File: src/rtl/uart_tx_fifo.sv
// Transmit FIFO and launch state machine between the CPU store path and the baud-rate UART.
// Bytes are held stable on uart_data until the transmitter's synchronised busy acknowledges them.
module uart_tx_fifo #(
    parameter int DEPTH     = 16,
    parameter int AW        = 4,
    parameter int LAUNCH_TO = 4096
) (
    input  logic          clk,
    input  logic          reset,
    input  logic          wr_en,
    input  logic [7:0]    wr_data,
    input  logic          clr_err,
    input  logic          uart_busy,
    output logic          uart_send,
    output logic [7:0]    uart_data,
    output logic          full,
    output logic          empty,
    output logic [AW:0]   count,
    output logic          overflow,
    output logic          timeout
);

    localparam logic [1:0] IDLE   = 2'd0;
    localparam logic [1:0] LAUNCH = 2'd1;
    localparam logic [1:0] WAIT   = 2'd2;

    localparam int            TW      = (LAUNCH_TO > 2) ? $clog2(LAUNCH_TO) : 1;
    localparam logic [TW-1:0] TO_LAST = TW'(LAUNCH_TO - 1);
    localparam logic [AW:0]   FULL_C  = (AW + 1)'(DEPTH);

    logic [7:0]    mem_q [DEPTH];
    logic [AW-1:0] wrPtr_q, wrPtr_d;
    logic [AW-1:0] rdPtr_q, rdPtr_d;
    logic [AW:0]   count_q, count_d;
    logic [1:0]    state_q, state_d;
    logic [TW-1:0] toCnt_q, toCnt_d;
    logic [7:0]    data_q, data_d;
    logic          syncA_q, busyS_q;
    logic          overflow_q, overflow_d;
    logic          timeout_q, timeout_d;
    logic          pushOk, pop, toEvent;

    assign full      = (count_q == FULL_C);
    assign empty     = (count_q == '0);
    assign count     = count_q;
    assign uart_send = (state_q == LAUNCH);
    assign uart_data = data_q;
    assign overflow  = overflow_q;
    assign timeout   = timeout_q;

    // A write while full is rejected even if a pop frees a slot in the same cycle.
    assign pushOk = wr_en && !full;
    assign pop    = (state_q == IDLE) && !empty && !busyS_q;

    always_comb begin
        state_d = state_q;
        toCnt_d = toCnt_q;
        data_d  = data_q;
        toEvent = 1'b0;
        case (state_q)
            IDLE: begin
                if (pop) begin
                    data_d  = mem_q[rdPtr_q];
                    toCnt_d = '0;
                    state_d = LAUNCH;
                end
            end
            LAUNCH: begin
                if (busyS_q) begin
                    state_d = WAIT;
                end else if (toCnt_q == TO_LAST) begin
                    toEvent = 1'b1;
                    state_d = IDLE;
                end else begin
                    toCnt_d = toCnt_q + TW'(1);
                end
            end
            WAIT: begin
                if (!busyS_q) begin
                    state_d = IDLE;
                end
            end
            default: state_d = IDLE;
        endcase
    end

    always_comb begin
        wrPtr_d    = pushOk ? wrPtr_q + AW'(1) : wrPtr_q;
        rdPtr_d    = pop ? rdPtr_q + AW'(1) : rdPtr_q;
        count_d    = count_q + (AW + 1)'(pushOk) - (AW + 1)'(pop);
        overflow_d = (wr_en && full) ? 1'b1 : (clr_err ? 1'b0 : overflow_q);
        timeout_d  = toEvent ? 1'b1 : (clr_err ? 1'b0 : timeout_q);
    end

    always_ff @(posedge clk) begin
        if (pushOk) begin
            mem_q[wrPtr_q] <= wr_data;
        end
    end

    always_ff @(posedge clk or negedge reset) begin
        if (!reset) begin
            wrPtr_q    <= '0;
            rdPtr_q    <= '0;
            count_q    <= '0;
            state_q    <= IDLE;
            toCnt_q    <= '0;
            data_q     <= 8'h00;
            syncA_q    <= 1'b0;
            busyS_q    <= 1'b0;
            overflow_q <= 1'b0;
            timeout_q  <= 1'b0;
        end else begin
            wrPtr_q    <= wrPtr_d;
            rdPtr_q    <= rdPtr_d;
            count_q    <= count_d;
            state_q    <= state_d;
            toCnt_q    <= toCnt_d;
            data_q     <= data_d;
            syncA_q    <= uart_busy;
            busyS_q    <= syncA_q;
            overflow_q <= overflow_d;
            timeout_q  <= timeout_d;
        end
    end

endmodule

File: config.mk
export PLATFORM = sky130hd
export DESIGN_NAME = uart_tx_fifo
export DESIGN_NICKNAME = d
export VERILOG_FILES = /design/src/rtl/uart_tx_fifo.sv
export SDC_FILE = /design/constraint.sdc
export NUM_CORES = 1
export LEC_CHECK = 0
export CORE_ASPECT_RATIO = 0.7
export CORE_MARGIN = 4
export CORE_UTILIZATION = 30
export DETAILED_ROUTE_END_ITERATION = 12
export PLACE_DENSITY_LB_ADDON = 0.05
export RECOVER_POWER = 25
export SLEW_MARGIN = 20
export SYNTH_ARGS = -nofsm -noshare
export SYNTH_HDL_FRONTEND = slang
export SYNTH_SLANG_ARGS = --single-unit
File: constraint.sdc
create_clock -name clk -period 2.4 [get_ports clk]
set_input_delay 0.48 -clock clk [delete_from_list [all_inputs] [get_ports clk]]
set_output_delay 0.48 -clock clk [all_outputs]
set_load 0.03 [all_outputs]
; ---- Word level (Yosys, flattened, before mapping)
; Memories as Yosys holds them, arrays and structs flattened. A register that Yosys moved wholly into a read port is not among the register bits.
; Cells that the tools add are included.
[totals]
word_cells = 57
mem_bits_rw = 128
out_inout_bits = 18
n_memories = 1
register_bits = 31
[mem_list]
columns = name, depth, width, read_ports, rd_clocked_by_memory_dff, write_ports, line
row1 = mem_q, 16, 8, 1, 1, 1, 31  ; logic [7:0] mem_q [DEPTH];
[classes]
addsub = 5
mux = 17
eq_ne = 9
n_reduce_logical = 16
[ops]
columns = cell, n
row1 = $mux W12, 3
row2 = $pmux W12 S2, 1
row3 = $add A12 B1 Y12 const B, 1
row4 = $eq A12 B12 Y1 const B, 1
row5 = $add A4 B1 Y4 const B, 2
row6 = $mux W1, 8
row7 = $mux W2, 4
row8 = $ne A2 B2 Y1 const B, 4
row9 = $pmux W2 S3, 1
row10 = $reduce_bool A2 Y1, 3
row11 = $add A5 B1 Y5, 1
row12 = $eq A5 B5 Y1 const B, 1
row13 = $logic_not A5 Y1, 1
row14 = $sub A5 B1 Y5, 1
row15 = $logic_and A1 B1 Y1, 4
row16 = $logic_not A1 Y1, 4
row17 = $reduce_and A4 Y1, 1
row18 = $ne A3 B1 Y1 const B, 1
row19 = $reduce_and A3 Y1, 1
row20 = $eq A2 B1 Y1 const B, 1
row21 = $eq A2 B2 Y1 const B, 1
row22 = $logic_not A2 Y1, 1
row23 = $reduce_and A2 Y1, 1

; ---- Logic depth before layout (Yosys ltp)
[depth]
word_depth = 6
ltp_mapped = 14
depth_no_buf = 13

; ---- Least setup slack after synthesis
; OpenSTA, ideal clock, no wires.
[synth_path]
path_type = flip-flop to flip-flop
start = reg count_q[3], in the netlist count[3]
end = reg count_q[4], in the netlist count[4]
stages_incl_launch_ff = 15
n_path_buf = 1
path_slack_ps = -789
synth_period_minus_slack_ps = 3189
arrival_ps = 3066
cell_sequence = dfrtp_1 -> inv_1 -> ha_1 -> nor4b_2 -> or4_1 -> buf_2 -> inv_1 -> ha_1 -> inv_1 -> ha_1 -> fa_1 -> a21oi_1 -> nor2_1 -> nor2_1 -> xnor2_1
[synth_via]
elab_chain_len = 5
[synth_lines]
columns = element, line
row1 = "start, declared", 34  ; logic [AW:0] count_q, count_d;
row2 = "start signal, assigned", 116  ; count_q <= count_d;
row3 = $logic_not A5 Y1, 44  ; assign empty = (count_q == '0);
row4 = net empty, 17  ; output logic empty,
row5 = $logic_not A1 Y1, 53  ; assign pop = (state_q == IDLE) && !empty && !busyS_q;
row6 = $logic_and A1 B1 Y1 (2 in a row), 53
row7 = net pop, 41  ; logic pushOk, pop, toEvent;
row8 = $sub A5 B1 Y5, 90  ; count_d = count_q + (AW + 1)'(pushOk) - (AW + 1)'(pop);
row9 = net count_d[4], 34
; The timed path passes the listed nets, and every way through them passes these cells.
; A chain may end at the register's enable or synchronous reset.

; ---- Worst setup path after layout
[layout_path]
start = reg count_q[2], in the netlist count[2]
end = reg count_q[4], in the netlist count[4]
[layout_via]
elab_chain_len = 5
[layout_lines]
columns = element, line
row1 = $logic_not A5 Y1, 44
row2 = $logic_not A1 Y1, 53
row3 = $logic_and A1 B1 Y1 (2 in a row), 53
row4 = net pop, 41
row5 = $sub A5 B1 Y5, 90
row6 = net count_d[4], 34
; The timed path passes the listed nets, and every way through them passes these cells.

==> flow_summary.json <==
{
  "setup_viol": 0,
  "clk_pin_slew_ns": 0.07,
  "fmax_mhz": 423.7,
  "synth_area_leader_cell": "edfxtp_1",
  "synth_area_um2": 6925,
  "start_util_pct": 30.54,
  "synth_cells": 399,
  "mappedNetlistNets": 425,
  "cts_setup_buffers": 0,
  "start_kind": "flip-flop",
  "grt_pass1_vias": 3824,
  "synth_top_family_by_area": "multiplexers",
  "antenna_found_initial": 0,
  "combPwrFrac_pct": 32.2,
  "grt_pass1_wl_um": 23750,
  "min_period_ns": 2.360,
  "total_leakage_power_nw": 3.047,
  "via_count": 3722,
  "synth-async-reset-ratio_pct": 23.35,
  "stdcell_count": 797,
  "diodes": 0,
  "synthAdderAreaFrac_pct": 2.457,
  "die_h_um": 135.1,
  "finalHoldViolations": 0,
  "portBuffers": 30,
  "critPathMaxFanout": 2,
  "clock_sinks": 167,
  "status": "finished, final reports clean",
  "drt-vias-per-instance": 4.670,
  "synth_compound_area_share_pct": 4.824,
  "internal_power_w": 0.006558,
  "worst_pin_slew_ns": 1.145,
  "ant_nets": 0,
  "finalMaxSlewViolations": 0,
  "synth-xor-area-share_pct": 1.265,
  "first_iter_violations": 217,
  "yosysUniqueCellTypes": 47,
  "wl_per_cell_um": 19.40,
  "synthFlopType": "edfxtp_1",
  "cp-end-kind": "flip-flop",
  "dieArea_um2": 25620,
  "hpwl_um": 9903,
  "cts_buffers": 17,
  "synth_top_area_share_pct": 55.50,
  "grt_max_degree": 40,
  "synth-edff-count": 128,
  "grt_overflow": 0,
  "placed_cells": 765,
  "clockBufferDepth": 2,
  "fp-row-count": 46,
  "max_cap_viol_count": 0,
  "maxSlewHeadroom_pct": 23.66,
  "layout_commonest_cell": "edfxtp_1",
  "finalWeightedCongestion": 0.7496,
  "layout-drive-gt1-share_pct": 25.77,
  "ys_seq_area_share_pct": 69.59,
  "finalCritPeriodShare_pct": 98.34,
  "crit_type": "reg -> reg",
  "synth_mux_area_share_pct": 13.98,
  "cp.arrival_ns": 2.72,
  "layout_common_cells": "edfxtp_1 (128), buf_4 (39), dfrtp_1 (36)",
  "clock_latency_ns": 0.43,
  "nNetsFinal": 498,
  "cts-root-buf": "clkbuf_16",
  "ir_worst_vdd_v": 0.0005509,
  "powerDensity_nw_per_um2": 1128,
  "ys_ff_latch": 167,
  "area_growth_pct": 22.37,
  "final_cell_area_um2": 8474,
  "whs_ns": 0.3396,
  "total_power_w": 0.009558,
  "p_seq_share_pct": 40.4,
  "htree_levels": 4,
  "cts_tree": "yes",
  "firstDrtPassIters": 4,
  "clock_skew_ns": 0.01139,
  "place_area_um2": 7923,
  "post-route-drc-count": 0,
  "switching_power_w": 0.003000,
  "ios": 31,
  "p_clk_share_pct": 27.4,
  "design.core.area_um2": 22680,
  "cp.required_ns": 2.76,
  "swShare_pct": 31.38,
  "rsz0062_at_grt": "true",
  "syn_area_per_cell_um2": 17.36,
  "die_w_um": 189.6,
  "yosys.area_share.simple_pct": 5.185,
  "grtUsageTotal_pct": 12.84,
  "hold_class": "in -> async",
  "wl_um": 15460,
  "yosys_warnings": 0,
  "synth_area_leaders": "edfxtp_1 (56%), dfrtp_1 (14%), mux4_2 (7.8%)"
}
[flip-flops by register name, indices dropped and copies added, names as in the netlist]
name       flops
busyS_q        1
toCnt_q       12
count          5
uart_data      8
mem_q        128
rdPtr_q        4
state_q        2
wrPtr_q        4
timeout        1
overflow       1
syncA_q        1
[area by class of cell]
type                            count  area, µm²
Clock inverter                     10      63.81
Clock buffer                       22      496.7
Timing Repair Buffer               74      653.1
Tap cell                          312      390.4
Inverter                           13      51.30
Multi-Input combinational cell    199       1996
Fill cell                        2155      14200
Sequential cell                   167       4823
[path summary, 6_finish.rpt]
check / start / to / slack, ns / cells past startpoint
max in group asynchronous: reset / count[3] / 1.26 / 2
setup / recovery: count[2] / count[4] / 0.04 / 13
setup reg to reg: count[2] / count[4] / 0.04 / 13
min in group clk: syncA_q / busyS_q / 0.35 / 0
hold reg to reg: syncA_q / busyS_q / 0.35 / 0
hold / removal: reset / toCnt_q[8] / 0.34 / 2
[Yosys cell counts, drive strengths merged, types with 2 or more instances]
master,instances
a211o,3
a21oi,8
a22o,2
a31oi,4
buf,13
clkbuf,7
dfrtp,39
edfxtp,128
ha,12
inv,13
mux2,6
mux2i,15
mux4,32
nand2,23
nand2b,4
nand3,4
nand4,6
nor2,18
nor2b,3
nor3,4
nor3b,2
nor4,2
o21ai,15
o31a,3
o31ai,10
xnor2,8
xor2,2
[power by group through the flow]
stage | Sequential [W] | Clock, W | Combinational, W
finish | 0.00386 | 0.00262 | 0.00308
global route | 0.00391 | 0.00284 | 0.00339
CTS | 0.00387 | 0.00272 | 0.00315
detailed placement | 0.00393 | 0 | 0.00314
global placement | 0.00392 | 0 | 0.00315
floorplan | 0.00399 | 0 | 0.00198
[worst max-delay path, stage by stage (launching register included)]
cell and delay (ns):
dfrtp_2 0.36, inv_2 0.05, ha_4 0.16, nor4b_4 0.13
or4_4 0.45, inv_4 0.08, ha_4 0.12, inv_2 0.03
ha_4 0.15, fa_2 0.36, a21oi_2 0.12, nor2_1 0.05
nor2_1 0.11, xnor2_1 0.12
[metal layers]
layer	track usage, %	vias to the layer above	wire length, µm
met1	19.66	1909	8074
li1	-	1722	-
met4	5.261	0	251
met3	3.075	19	663
met5	0	-	0
met2	17.38	72	6474
[through the flow]
step / setup TNS (ns) / util (%) / setup slack (ns)
after CTS: 0 / 37.41 / 0.001136
after detailed placement: -0.1931 / 34.94 / -0.1497
final: 0 / 37.37 / 0.03972
after floorplan: -0.8067 / - / -0.3872
after global routing: -0.09978 / 37.37 / -0.09978
after global placement: -0.2037 / 34.94 / -0.1542
[timing repair]
item | 4_1_cts | 5_1_grt
gates resized for setup | 3 | 4
endpoints found under the setup margin | 5 | 3
hold buffers | 0 | 0
pin swaps | 2 | 0
[cell families after synthesis]
group | count (synthesis)
AO/OA/AOI/OAI | 51
adder cells (fa/ha/maj) | 13
XOR/XNOR | 10
multiplexers | 53
flip-flops | 167
buffers and inverters | 33
AND/OR/NAND/NOR | 72
Power figures use the tool's default switching activity.
